==> src/rtl/ysyx_22050854_pkg.sv <==
// Shared types and constants for the ysyx_22050854 instruction fetch unit.
package ysyx_22050854_pkg;

    typedef enum logic [2:0] {
        IFU_IDLE  = 3'd0,
        IFU_ADDR  = 3'd1,
        IFU_DATA  = 3'd2,
        IFU_DRAIN = 3'd3,
        IFU_OUT   = 3'd4
    } ifu_state_e;

    localparam logic [31:0] IFU_NOP_INST = 32'h0000_0013;
    localparam logic [1:0]  RESP_OKAY    = 2'b00;

    // Instructions are 4-byte aligned; any low bit set is a fetch fault.
    function automatic logic is_misaligned(input logic [1:0] pc_lsb);
        return pc_lsb != 2'b00;
    endfunction

endpackage

==> src/rtl/ysyx_22050854_inst_sel.sv <==
// Picks the 32-bit instruction out of a 64-bit memory beat using pc[2].
module ysyx_22050854_inst_sel
    import ysyx_22050854_pkg::*;
(
    input  logic [63:0] rdata,
    input  logic        hi_sel,
    output logic [31:0] word
);

    assign word = hi_sel ? rdata[63:32] : rdata[31:0];

endmodule

==> src/rtl/ysyx_22050854_ifu.sv <==
// Instruction fetch unit: one 64-bit read per pc, word select, decoder handshake.
// Handshakes: a transfer happens on a rising edge where valid and ready are both 1.
module ysyx_22050854_ifu
    import ysyx_22050854_pkg::*;
#(
    parameter logic [31:0] NOP_INST = IFU_NOP_INST
) (
    input  logic        clk,
    input  logic        rst,
    input  logic [31:0] pc,
    input  logic        pc_valid,
    output logic        pc_ready,
    input  logic        flush,
    output logic        arvalid,
    output logic [31:0] araddr,
    input  logic        arready,
    input  logic        rvalid,
    input  logic [63:0] rdata,
    input  logic [1:0]  rresp,
    output logic        rready,
    output logic [31:0] inst,
    output logic [31:0] inst_pc,
    output logic        inst_valid,
    input  logic        inst_ready,
    output logic        inst_fault,
    output logic [63:0] fetch_cnt
);

    ifu_state_e  state_q, state_d;
    logic        flush_seen_q, flush_seen_d;
    logic [31:0] araddr_q, araddr_d;
    logic [31:0] inst_q, inst_d;
    logic [31:0] inst_pc_q, inst_pc_d;
    logic        inst_fault_q, inst_fault_d;
    logic [63:0] fetch_cnt_q, fetch_cnt_d;
    logic        arvalid_q, arvalid_d;
    logic        rready_q, rready_d;
    logic        inst_valid_q, inst_valid_d;
    logic        pc_fire;
    logic [31:0] sel_word;

    // inst_pc_q doubles as the latched fetch pc while the read is in flight.
    ysyx_22050854_inst_sel u_inst_sel (
        .rdata  (rdata),
        .hi_sel (inst_pc_q[2]),
        .word   (sel_word)
    );

    assign pc_ready = !flush && ((state_q == IFU_IDLE) ||
                                 ((state_q == IFU_OUT) && inst_ready));
    assign pc_fire  = pc_valid && pc_ready;

    always_comb begin
        state_d      = state_q;
        flush_seen_d = flush_seen_q;
        araddr_d     = araddr_q;
        inst_d       = inst_q;
        inst_pc_d    = inst_pc_q;
        inst_fault_d = inst_fault_q;
        fetch_cnt_d  = fetch_cnt_q;

        case (state_q)
            IFU_IDLE: begin
                state_d = IFU_IDLE;
            end
            IFU_ADDR: begin
                // arvalid must not drop, so a flush here is remembered and the
                // response is drained once the address has been accepted.
                if (flush) begin
                    flush_seen_d = 1'b1;
                end
                if (arready) begin
                    state_d      = (flush_seen_q || flush) ? IFU_DRAIN : IFU_DATA;
                    flush_seen_d = 1'b0;
                end
            end
            IFU_DATA: begin
                if (rvalid) begin
                    if (flush) begin
                        state_d = IFU_IDLE;
                    end else begin
                        state_d      = IFU_OUT;
                        inst_d       = sel_word;
                        inst_fault_d = (rresp != RESP_OKAY);
                    end
                end else if (flush) begin
                    state_d = IFU_DRAIN;
                end
            end
            IFU_DRAIN: begin
                if (rvalid) begin
                    state_d = IFU_IDLE;
                end
            end
            IFU_OUT: begin
                if (flush) begin
                    state_d = IFU_IDLE;
                end else if (inst_ready) begin
                    state_d     = IFU_IDLE;
                    fetch_cnt_d = fetch_cnt_q + 64'd1;
                end
            end
            default: begin
                state_d = IFU_IDLE;
            end
        endcase

        // pc_fire is only possible in IDLE or in a completing OUT cycle.
        if (pc_fire) begin
            inst_pc_d = pc;
            if (is_misaligned(pc[1:0])) begin
                state_d      = IFU_OUT;
                inst_d       = NOP_INST;
                inst_fault_d = 1'b1;
            end else begin
                state_d  = IFU_ADDR;
                araddr_d = {pc[31:3], 3'b000};
            end
        end

        if (state_d != IFU_OUT) begin
            inst_d       = NOP_INST;
            inst_fault_d = 1'b0;
        end

        arvalid_d    = (state_d == IFU_ADDR);
        rready_d     = (state_d == IFU_DATA) || (state_d == IFU_DRAIN);
        inst_valid_d = (state_d == IFU_OUT);
    end

    always_ff @(posedge clk) begin
        if (rst) begin
            state_q      <= IFU_IDLE;
            flush_seen_q <= 1'b0;
            araddr_q     <= 32'd0;
            inst_q       <= NOP_INST;
            inst_pc_q    <= 32'd0;
            inst_fault_q <= 1'b0;
            fetch_cnt_q  <= 64'd0;
            arvalid_q    <= 1'b0;
            rready_q     <= 1'b0;
            inst_valid_q <= 1'b0;
        end else begin
            state_q      <= state_d;
            flush_seen_q <= flush_seen_d;
            araddr_q     <= araddr_d;
            inst_q       <= inst_d;
            inst_pc_q    <= inst_pc_d;
            inst_fault_q <= inst_fault_d;
            fetch_cnt_q  <= fetch_cnt_d;
            arvalid_q    <= arvalid_d;
            rready_q     <= rready_d;
            inst_valid_q <= inst_valid_d;
        end
    end

    assign arvalid    = arvalid_q;
    assign araddr     = araddr_q;
    assign rready     = rready_q;
    assign inst       = inst_q;
    assign inst_pc    = inst_pc_q;
    assign inst_valid = inst_valid_q;
    assign inst_fault = inst_fault_q;
    assign fetch_cnt  = fetch_cnt_q;

endmodule

==> config.mk <==
export PLATFORM = sky130hd
export DESIGN_NAME = ysyx_22050854_ifu
export DESIGN_NICKNAME = d
export VERILOG_FILES = /design/src/rtl/ysyx_22050854_pkg.sv /design/src/rtl/ysyx_22050854_inst_sel.sv /design/src/rtl/ysyx_22050854_ifu.sv
export SDC_FILE = /design/constraint.sdc
export NUM_CORES = 1
export LEC_CHECK = 0
export BUFFER_PORTS_ARGS = -buffer_cell sky130_fd_sc_hd__buf_2
export CORE_MARGIN = 10
export CORE_UTILIZATION = 49
export CTS_BUF_LIST = sky130_fd_sc_hd__clkbuf_16
export DETAILED_ROUTE_END_ITERATION = 16
export PLACE_DENSITY = 0.91
export SLEW_MARGIN = 20
export SYNTH_ARGS = -nofsm -noshare
export SYNTH_HDL_FRONTEND = slang
export SYNTH_SLANG_ARGS = --single-unit
==> constraint.sdc <==
create_clock -name clk -period 2.4 [get_ports clk]
set_input_delay 0.6 -clock clk [delete_from_list [all_inputs] [get_ports clk]]
set_output_delay 0.6 -clock clk [all_outputs]
set_load 0.01 [all_outputs]
; After elaboration in Yosys (flattened, before gate mapping)
; Cells that the tools add are included.
[totals]
elab_cells = 61
regBits = 165
out_inout_bits = 165
inputBits = 105
[classes]
n_bitwise = 2
muxes = 24
n_eq_ne = 9
add_sub_neg = 1
n_reduce_logical = 15
[op_table]
columns = cell, count
row1 = $mux 32, 6
row2 = $add 64x1->64 const B, 1
row3 = $mux 3, 9
row4 = $eq 3x2->1 const B, 4
row5 = $pmux 3 s4, 1
row6 = $mux 1, 8
row7 = $eq 3x1->1 const B, 2
row8 = $eq 3x3->1 const B, 2
row9 = $reduce_bool 2->1, 3
row10 = $reduce_and 2->1, 2
row11 = $logic_and 1x1->1, 3
row12 = $logic_not 3->1, 1
row13 = $logic_or 1x1->1, 3
row14 = $ne 3x3->1 const B, 1
row15 = $reduce_and 3->1, 1
row16 = $not 1->1, 2
row17 = $reduce_or 2->1, 1
row18 = $logic_not 1->1, 1

; Depth between registers and ports, before layout
; Gate-level depths: netlist of run 1.
[logic_depth]
ltp_word = 8
depth_mapped = 8

; Hierarchy
; From an unflattened synthesis of run 1, not the netlist that was laid out.
[unflattened]
cells_unflattened = 857
area_unflattened_um2 = 7164.4
[modules_own_cells]
columns = module, cells_each, instances, area_per_inst_um2
row1 = ysyx_22050854_ifu, 821, 1, 6620.1
row2 = ysyx_22050854_inst_sel, 36, 1, 544.3

; Least setup slack after synthesis of run 1
; No wires, ideal clock.
[synth_path]
path_type = input port to flip-flop
from = input flush
to = register fetch_cnt_q[49] (netlist: fetch_cnt[49])
required_time_ps = 2330
setup_ps = 70
path_slack_ps = 135
cell_stages = 6
arrival_ps = 2195
path_buffers = 1
path_cell_list = or3_4 > nor4_4 > nand4_2 > buf_2 > or3_1 > a21oi_1
[synth_via]
elab_chain_cells = 2
[synth_rtl]
columns = element, line
row1 = "start, declared", ysyx_22050854_ifu.sv:13  ; input logic flush,
row2 = $not 1->1 (no source line), n/a
row3 = $reduce_and 3->1 (no source line), n/a
row4 = "end signal, assigned", ysyx_22050854_ifu.sv:150  ; fetch_cnt_q <= fetch_cnt_d;
row5 = "end, declared", ysyx_22050854_ifu.sv:35  ; logic [63:0] fetch_cnt_q, fetch_cnt_d;
; Every way passes these cells.
; A chain may end at the register's enable or synchronous reset.

; Worst setup path in the final report of run 1
[layout_path]
from = register fetch_cnt_q[0] (netlist: fetch_cnt[0])
to = register fetch_cnt_q[54] (netlist: fetch_cnt[54])
[layout_via]
elab_chain_cells = 1
[layout_rtl]
columns = element, line
row1 = $add 64x1->64, ysyx_22050854_ifu.sv:100  ; fetch_cnt_d = fetch_cnt_q + 64'd1;
; Every way passes these cells.

==> results of run 1 <==
-- placed cells by master, fill, tap and decap left out, types with 7 or more instances in the layout --
master / Yosys / layout
a211oi_1: 30 / 30
a21oi_1: 98 / 98
buf_2: 3 / 265
buf_4: 4 / 35
clkbuf_16: 0 / 17
dfxtp_1: 165 / 164
inv_1: 9 / 13
mux2i_1: 32 / 32
nand2_1: 151 / 151
nand3_1: 21 / 21
nand4_1: 32 / 32
nor2_1: 74 / 74
o21ai_0: 28 / 28
or3_1: 27 / 27
or4_1: 7 / 7
xnor2_1: 11 / 11
xor2_1: 20 / 20
-- stage by stage --
step                std cells  util [%]  setup TNS, ns
floorplan                 831         -              0
global placement         1260      61.9         -0.258
detailed placement       1260      61.9         -0.774
CTS                      1292      65.7              0
global route             1292      65.7        -0.0108
finish                   1292      65.7              0
-- kinds of logic after synthesis --
| kind of cell | count (synthesis) |
|---|---|
| XOR/XNOR | 31 |
| AND/OR/NAND/NOR | 369 |
| buffers and inverters | 63 |
| flip-flops | 165 |
| multiplexers | 32 |
| adder cells (fa/ha/maj) | 1 |
| other | 1 |
| AO/OA/AOI/OAI | 167 |
-- cell usage after synthesis, drive strengths merged (3+ instances only) --
cell type,count
inv,9
o21ai,28
nand4,34
nor2,75
or2,4
nand2,151
mux2i,32
buf,7
nor2b,4
a21oi,98
nor3b,4
or3,28
dfxtp,165
nor4,10
or4,7
and2,7
xnor2,11
a211o,3
o31ai,6
clkbuf,47
nand3,21
a211oi,30
nor3,9
and3,6
xor2,20
-- what timing repair did --
item,in CTS,in global routing
resized for setup,0,1
setup endpoints to repair,0,5
hold buffers,0,0
-- final cells by class --
class	instances	area share, %
Clock buffer	17	4.66
Clock inverter	15	1.03
Inverter	9	0.370
Multi-Input combinational cell	603	37.2
Sequential cell	165	36.2
Tap cell	180	2.47
Timing Repair Buffer	303	18.1
-- power by group through the flow --
stage                     logic, mW  registers [mW]  clock network [mW]
final                         0.362            2.81                2.41
after global routing          0.400            2.81                2.56
after floorplan               0.167            2.88                   0
after detailed placement      0.363            2.87                   0
after global placement        0.353            2.87                   0
after CTS                     0.364            2.81                2.44
-- worst min-delay path by stage --
stage,cells after the start,from,to
finish,2,arready,flush_seen_q$_SDFFE_PP0P_
floorplan,2,araddr[10]$_SDFFE_PP0P_,araddr[10]$_SDFFE_PP0P_
CTS,2,arready,flush_seen_q$_SDFFE_PP0P_
global placement,2,inst_pc[10]$_SDFFE_PP0N_,inst_pc[10]$_SDFFE_PP0N_
detailed placement,2,araddr[27]$_SDFFE_PP0P_,araddr[27]$_SDFFE_PP0P_
global route,2,arready,flush_seen_q$_SDFFE_PP0P_
-- worst max-delay path, stage by stage, from the launching register on --
cell and delay (ns):
dfxtp_1 0.34, ha_1 0.21, or4b_4 0.51, nor4_2 0.18, nand4_2 0.19, or4_1 0.56, a21oi_1 0.17
-- sequential cells by signal, summed over array words and instances, names as in the netlist --
| signal | count |
|---|---|
| state_q | 3 |
| fetch_cnt | 64 |
| flush_seen_q | 1 |
| araddr | 29 |
| arvalid | 1 |
| inst_fault | 1 |
| inst_pc | 32 |
| inst_valid | 1 |
| rready | 1 |
| inst | 32 |
-- metal layers --
metal	vias up	share of wire, %
met5	-	0
met4	0	2.7
met3	44	10
met2	316	50
met1	3246	37
li1	3429	-
==> metrics, run 1 <==
status finished, final reports clean; Worst-Skew Late Latency 0.42 ns; largest family of logic cells by synthesized area simple AND/OR/NAND/NOR gates; Comb power frac 6.5%; root buffer cell clkbuf_16; Max Freq 446 MHz; Worst Setup End Kind flip-flop; gr busiest metal met2; mean post-synth cell area 8.36 um^2; CP Class flip-flop to flip-flop; part of the cycle the worst path needs 93.3%; Setup WS post-layout 0.160 ns; Post-CTS Setup Bufs 0; dpl cell area 8590 um^2; post-synthesis sequential area ratio 47.7%; Synth Area in Adders 0.181%; Fillers 1,121; core footprint 13,900 um^2; largest area contributor in the netlist dfxtp_1; Post-synth ARST share 0%; Synth Area in XOR/XNOR 3.92%; Seq cells post-synth 165; Die Y-Extent 139 um; Sequential Power Share 50.3%; # IOs 270; maximum VDD drop 576 uV; CTS tree built; max-slew violations 0; DP HPWL 16,800 um; Iteration-0 DRC Markers 483; vias in the first global route 6,975; Final Cell Area 9120 um^2; simple-gate area share of the yosys netlist 26.2%; RSZ-0062 raised after global routing true; met1 Use GR 22.7%; Max clock buf depth 2; P&R area growth vs syn 31.7%; sw frac 23.9%; Port Buf Inserts 266; Main synth FF type dfxtp_1; largest net degree at the start of global routing 132; die area 19,300 um^2; Leakage 3.79 nW; endpoints failing setup 0; Std-Cell Rows 43; Layout Nets 1,205; Antenna Cells 0; Synth area leaders dfxtp_1 48%, nand2_1 8.2%, a21oi_1 7.1%, mux2i_1 4.6%, nor2_1 4.0%; # H-tree levels 4; Final Hold Vio Count 0; fin crit period 2.24 ns; Register Area 3300 um^2; Die X 139 um; Startpoint Class flip-flop; P_int 4.24 mW; hold slack 0.375 ns; Max Cap Violations 0; grt ovf 0; Post-synth EDFFs 0; CP required 2.75 ns; WL/cell 17.1 um; Total GRT Usage 21.9%; measured slew at the worst slew-check pin 0.620 ns; Tot Pwr 5.58 mW; YS warnings 0; Antenna Nets Post-Route 0; Via density 5.45; top-area cell type share of the netlist area 47.7%; DRC viols 0; Post-Syn Area 6930 um^2; Placement Setup Slack -0.111 ns; r2r startpoint fetch_cnt[0]$_SDFFE_PP0P_; Starting Density 49.9%; first-pass GRT wire length 35,200 um; area of the multi-input gates 3390 um^2; largest fanout on the critical path 4; DR vias 7,035; Sw Pwr 1.33 mW; grt met2 use 37.7%; Reg2Reg Setup Slack 0.16 ns; Worst setup startpoint fetch_cnt[0]$_SDFFE_PP0P_; GR Layer Usage met3 10.0%; P per Cell Area 612 nW/um^2; worst reg2reg path depth 6; Synth cell types 43; crit path DAT 2.59 ns; path category of the worst min-delay check input port to flip-flop; clock share of power 43.2%; worst setup path endpoint fetch_cnt[54]$_SDFFE_PP0P_; CTS Buf Count 17; drt total wl 22,000 um; layout cells sized above 1 31.2%; Post-Synthesis Cells 829; initial antenna violation count 0; skew final 0.00770 ns; mux cell area share after synthesis 4.62%; Synth Area in Compound Gates 13.6%; Pre-Repair DR Iteration Count 5; RePlAce Congestion 0.895; R2R Path End fetch_cnt[54]$_SDFFE_PP0P_; clock-pin slew on the worst setup and hold paths 0.06 ns; Clock Sinks 165; slew margin rel. 58.7%
Power figures use the tool's default switching activity.
==> inputs of run 2 (changes only) <==
--- a/constraint.sdc
+++ b/constraint.sdc
@@ -3,2 +3,2 @@
 set_output_delay 0.6 -clock clk [all_outputs]
-set_load 0.01 [all_outputs]
+set_load 0.1 [all_outputs]
==> run 2 against run 1 <==
Compared with the run above: cell area up 1.7%; highest routed layer is now met5; die area unchanged; flip-flop and latch count unchanged; register-to-register slack better by 0.02 ns; critical path depth down 2; setup slack worse by 0.056 ns; combinational power up 83%; largest power group unchanged; largest cell class is now registers; via count about the same; sequential power about the same; fmax down 2.5%; clock power up 11%; first-iteration DRC count down 14%.
==> metrics, run 2 (synthesis gave the netlist of run 1 again) <==
clock share of power 43.6% (was 43.2%); RePlAce Congestion 0.858 (was 0.895); Via density 5.46 (was 5.45); Fillers 1,088 (was 1,121); CP max stage cell nor3_1 (was or4_1); part of the cycle the worst path needs 95.7% (was 93.3%); Reg2Reg Setup Slack 0.18 ns (was 0.16 ns); slew margin rel. 58.4% (was 58.7%); vias in the first global route 7,095 (was 6,975); Max Cap Violations 0 (unchanged); core footprint 13,900 um^2 (unchanged); fin crit period 2.30 ns (was 2.24 ns); hold path startpoint arready (unchanged); max-slew violations 0 (unchanged); status finished, final reports clean (unchanged); sw frac 29.4% (was 23.9%); root buffer cell clkbuf_16 (unchanged); Sw Pwr 1.80 mW (was 1.33 mW); Starting Density 49.9% (unchanged); P_int 4.32 mW (was 4.24 mW); P&R area growth vs syn 33.9% (was 31.7%); Setup WS post-layout 0.104 ns (was 0.160 ns); worst hold path depth 2 (unchanged); crit path DAT 1.70 ns (was 2.59 ns); WL/cell 17.3 um (was 17.1 um); Comb power frac 10.8% (was 6.5%); Port Buf Inserts 266 (unchanged); Iteration-0 DRC Markers 416 (was 483); Antenna Nets Post-Route 0 (unchanged); dpl cell area 8700 um^2 (was 8590 um^2); # H-tree levels 4 (unchanged); Pre-Repair DR Iteration Count 5 (unchanged); Post-CTS Setup Bufs 0 (unchanged); Die Y-Extent 139 um (unchanged); skew final 0.0113 ns (was 0.00770 ns); CP top delay family simple AND/OR/NAND/NOR gates (unchanged); Sequential Power Share 45.6% (was 50.3%); hold slack 0.382 ns (was 0.375 ns); Leakage 3.85 nW (was 3.79 nW); Antenna Cells 0 (unchanged); Placement Setup Slack -0.0367 ns (was -0.111 ns); Total GRT Usage 22.0% (was 21.9%); CP required 1.80 ns (was 2.75 ns); Crit path buffers/inverters 2 (was 0); DRC viols 0 (unchanged); Critical Path Max Stage Delay 0.34 ns (was 0.56 ns); fin cells 1,289 (was 1,292); Clock Sinks 165 (unchanged); CTS Buf Count 17 (unchanged); R2R Path End fetch_cnt[54]$_SDFFE_PP0P_ (unchanged); Worst Setup End Kind output port (was flip-flop); Worst setup startpoint state_q[1]$_SDFF_PP0_ (was fetch_cnt[0]$_SDFFE_PP0P_); most common cell after layout, fill and taps aside buf_2 (unchanged); grt ovf 0 (unchanged); Die X 139 um (unchanged); P per Cell Area 660 nW/um^2 (was 612 nW/um^2); Worst-Skew Late Latency 0.44 ns (was 0.42 ns); Max clock buf depth 2 (unchanged); path category of the worst min-delay check input port to flip-flop (unchanged); worst-path cell chain buf_4, nor3_1, and2_1, buf_12 (was ha_1, or4b_4, nor4_2, nand4_2, or4_1, a21oi_1); PostCTS Resize Cnt 0 (unchanged); DP HPWL 16,700 um (was 16,800 um); RSZ-0062 raised after global routing false (was true); hold endpoint flush_seen_q$_SDFFE_PP0P_ (unchanged); Layout Nets 1,202 (was 1,205); Util after Layout 66.8% (was 65.7%); largest net degree at the start of global routing 132 (unchanged); Final Cell Area 9280 um^2 (was 9120 um^2); CP Class flip-flop to output port (was flip-flop to flip-flop); Final Hold Vio Count 0 (unchanged); largest fanout on the critical path 9 (was 4); Tot Pwr 6.12 mW (was 5.58 mW); CTS tree built (unchanged); drt total wl 22,300 um (was 22,000 um); die area 19,300 um^2 (unchanged); worst reg2reg path depth 6 (unchanged); endpoints failing setup 0 (unchanged); max reg flops 64 (unchanged); Std-Cell Rows 43 (unchanged); Post-CTS Hold Fix Bufs 0 (unchanged); first-pass GRT wire length 35,600 um (was 35,200 um); r2r startpoint fetch_cnt[0]$_SDFFE_PP0P_ (unchanged); Max Freq 435 MHz (was 446 MHz); layout cells sized above 1 36.2% (was 31.2%); Placed Cells 1,257 (was 1,260); maximum VDD drop 546 uV (was 576 uV); clock-pin slew on the worst setup and hold paths 0.07 ns (was 0.06 ns); DR vias 7,036 (was 7,035); most frequent cells in the layout 263 x buf_2, 151 x nand2_1, 113 x dfxtp_1, 98 x a21oi_1, 74 x nor2_1 (was 265 x buf_2, 164 x dfxtp_1, 151 x nand2_1, 98 x a21oi_1, 74 x nor2_1); initial antenna violation count 1 (was 0); Startpoint Class flip-flop (unchanged); TNS Setup 0 ns (unchanged); # IOs 270 (unchanged); measured slew at the worst slew-check pin 0.625 ns (was 0.620 ns)
run 2: worst max path at each step:
stage	to	slack (ns)	cells after the start
final	pc_ready	0.10	4
after global routing	fetch_cnt[54]$_SDFFE_PP0P_	0.01	6
after CTS	pc_ready	0.10	4
after detailed placement	fetch_cnt[32]$_SDFFE_PP0P_	-0.04	7
after global placement	fetch_cnt[30]$_SDFFE_PP0P_	0.01	7
after floorplan	fetch_cnt[60]$_SDFFE_PP0P_	0.001	5
run 2: final cells by class:
class	instances	area, um^2	area share [%]
clock buffers	17	425	4.59
clock inverters	15	153	1.65
inverters	9	33.8	0.364
multi-input cells	603	3390	36.5
flip-flops and latches	165	3390	36.6
well taps	180	225	2.43
repair buffers	300	1660	17.9
run 2: power by group through the flow:
stage	clock, mW	sequential [mW]	combinational [mW]
finish	2.67	2.79	0.663
global route	2.81	2.80	0.700
CTS	2.69	2.79	0.666
detailed placement	0	2.85	0.665
global placement	0	2.85	0.657
floorplan	0	3.12	0.201
run 2: routing by layer:
layer  share of wire [%]  GRT usage (%)  vias to the layer above
met1                  37           22.7                     3278
met2                  51           39.2                      287
met3                 9.5           9.32                       44
met4                 2.3           7.36                        2
met5               0.054              0                        -
li1                    -              -                     3425
==> inputs of run 3 (changes only) <==
CELL_PAD_IN_SITES_DETAIL_PLACEMENT = 0   (was not set)
CELL_PAD_IN_SITES_GLOBAL_PLACEMENT = 1   (was not set)
CORE_MARGIN = 4   (was 10)
CORE_UTILIZATION = 35   (was 49)
CTS_CLUSTER_SIZE = 10   (was not set)
==> run 3 against run 2 <==
Compared with the run above: sequential share of layout area fell by 0.48 points; first-iteration DRC count fell by 27%; cell area rose by 1.3%; critical path type is now flip-flop to flip-flop; largest cell class is now multi-input gates; highest routed layer unchanged.
==> metrics, run 3 (synthesis gave the netlist of run 1 again) <==
max-slew violations 0 (unchanged); DR vias 6,728 (was 7,036); slew margin rel. 55.4% (was 58.4%); CTS tree built (unchanged); Via density 4.90 (was 5.46); CP top delay family simple AND/OR/NAND/NOR gates (unchanged); largest fanout on the critical path 11 (was 9); measured slew at the worst slew-check pin 0.669 ns (was 0.625 ns); core footprint 19,500 um^2 (was 13,900 um^2); vias in the first global route 6,374 (was 7,095); Max clock buf depth 2 (unchanged); most common cell after layout, fill and taps aside buf_2 (unchanged); Die X 149 um (was 139 um); clock-pin slew on the worst setup and hold paths 0.07 ns (about the same); Total GRT Usage 18.1% (was 22.0%); P&R area growth vs syn 35.7% (was 33.9%); part of the cycle the worst path needs 95.1% (was 95.7%); die area 22,100 um^2 (was 19,300 um^2); Critical Path Max Stage Delay 0.42 ns (was 0.34 ns); WL/cell 14.8 um (was 17.3 um); Crit path buffers/inverters 1 (was 2); initial antenna violation count 1 (unchanged); most frequent cells in the layout 263 x buf_2, 151 x nand2_1, 113 x dfxtp_1, 98 x a21oi_1, 74 x nor2_1 (unchanged); Max Cap Violations 0 (unchanged); Std-Cell Rows 51 (was 43); crit path DAT 2.63 ns (was 1.70 ns); Register Area 3390 um^2 (unchanged); Worst-Skew Late Latency 0.42 ns (was 0.44 ns); skew final 0.0122 ns (was 0.0113 ns); Final Hold Vio Count 0 (unchanged); fin cells 1,373 (was 1,289); Fillers 1,898 (was 1,088); grt ovf 0 (unchanged); Layout Nets 1,201 (was 1,202); Leakage 3.86 nW (was 3.85 nW); endpoints failing setup 0 (unchanged); Antenna Nets Post-Route 0 (unchanged); Worst Setup End Kind flip-flop (was output port); Util after Layout 48.3% (was 66.8%); fin crit period 2.28 ns (was 2.30 ns); # H-tree levels 4 (unchanged); DRC viols 0 (unchanged); first-pass GRT wire length 32,600 um (was 35,600 um); P per Cell Area 655 nW/um^2 (was 660 nW/um^2); status finished, final reports clean (unchanged); Pre-Repair DR Iteration Count 4 (was 5); CP max stage cell or3_4 (was nor3_1); Startpoint Class flip-flop (unchanged); CP required 2.74 ns (was 1.80 ns); Placed Cells 1,340 (was 1,257); RSZ-0062 raised after global routing true (was false); DP HPWL 15,200 um (was 16,700 um); Clock Sinks 165 (unchanged); CP Class flip-flop to flip-flop (was flip-flop to output port); root buffer cell clkbuf_16 (unchanged); largest net degree at the start of global routing 132 (unchanged); # IOs 270 (unchanged); Antenna Cells 0 (unchanged); RePlAce Congestion 0.785 (was 0.858); max reg flops 64 (unchanged); path category of the worst min-delay check input port to flip-flop (unchanged); drt total wl 20,300 um (was 22,300 um); TNS Setup 0 ns (unchanged); maximum VDD drop 476 uV (was 546 uV); layout cells sized above 1 36.1% (was 36.2%); Die Y-Extent 149 um (was 139 um); area of the multi-input gates 3400 um^2 (was 3390 um^2); Iteration-0 DRC Markers 302 (was 416); Starting Density 35.6% (was 49.9%); Max Freq 438 MHz (was 435 MHz); Port Buf Inserts 266 (unchanged); worst-path cell chain or3_4, nor4_4, nand4_2, buf_4, or3_1, a21oi_1 (was buf_4, nor3_1, and2_1, buf_12); CTS Buf Count 17 (unchanged)
run 3: cell count changes in the layout (fill, tap and decap cells not counted), moves of 2 or more:
cell	previous run	this run
clkinv_4	1	3
inv_8	3	5
buf_4	32	30
clkinv_2	0	2
inv_6	8	2
run 3: metal layers:
metal / part of all wire (%) / vias to the layer above / GRT usage [%]
met2: 49 / 198 / 30.8
met5: 0.089 / - / 0
met3: 8.2 / 15 / 6.79
li1: - / 3433 / -
met1: 42 / 3080 / 21.7
met4: 0.85 / 2 / 4.30
run 3: final cells by class:
class                           count  share of cell area, %
Tap cell                          265                   3.53
Inverter                            9                  0.359
Multi-Input combinational cell    603                   36.2
Clock inverter                     15                   1.74
Clock buffer                       17                   4.53
Sequential cell                   165                   36.1
Timing Repair Buffer              299                   17.6
run 3: stage by stage:
| step | instance area (um^2) | setup slack [ns] | hold slack, ns | power, mW |
|---|---|---|---|---|
| 4_1_cts | 9380 | 0.101 | 0.365 | 6.26 |
| 2_1_floorplan | 7030 | 0.00102 | 0.495 | 3.32 |
| 3_5_place_dp | 8790 | -0.169 | 0.443 | 3.52 |
| 6_report | 9400 | 0.117 | 0.396 | 6.16 |
| 5_1_grt | 9400 | -0.00427 | 0.390 | 6.44 |
| 3_3_place_gp | 8790 | -0.134 | 0.438 | 3.51 |
run 3: path summary, 6_finish.rpt:
kind                                                from                         end  slack [ns]  cells past startpoint
worst min register to register  inst_pc[23]$_SDFFE_PP0N_    inst_pc[23]$_SDFFE_PP0N_        0.45                      2
worst max register to register     state_q[0]$_SDFF_PP0_  fetch_cnt[55]$_SDFFE_PP0P_        0.12                      6
worst min-delay path                             arready   flush_seen_q$_SDFFE_PP0P_        0.40                      2
worst max-delay path               state_q[0]$_SDFF_PP0_  fetch_cnt[55]$_SDFFE_PP0P_        0.12                      6
run 3: power breakdown:
group | internal (mW) | total (mW) | switching (mW)
clock network | 1.48 | 2.71 | 1.23
registers | 2.77 | 2.79 | 0.0280
logic | 0.165 | 0.655 | 0.491
total | 4.41 | 6.16 | 1.75
run 3: worst reg2reg max path, cell delays in order, from the launching register on:
cell and delay [ns]:
dfxtp_1 0.37, or3_4 0.42, nor4_4 0.34, nand4_2 0.31, buf_4 0.25, or3_1 0.36
a21oi_1 0.15
run 3: what timing repair did:
action | CTS | global route
hold buffers | 0 | 0
resized for setup | 0 | 2
setup buffers | 0 | 1
endpoints found under the setup margin | 0 | 4
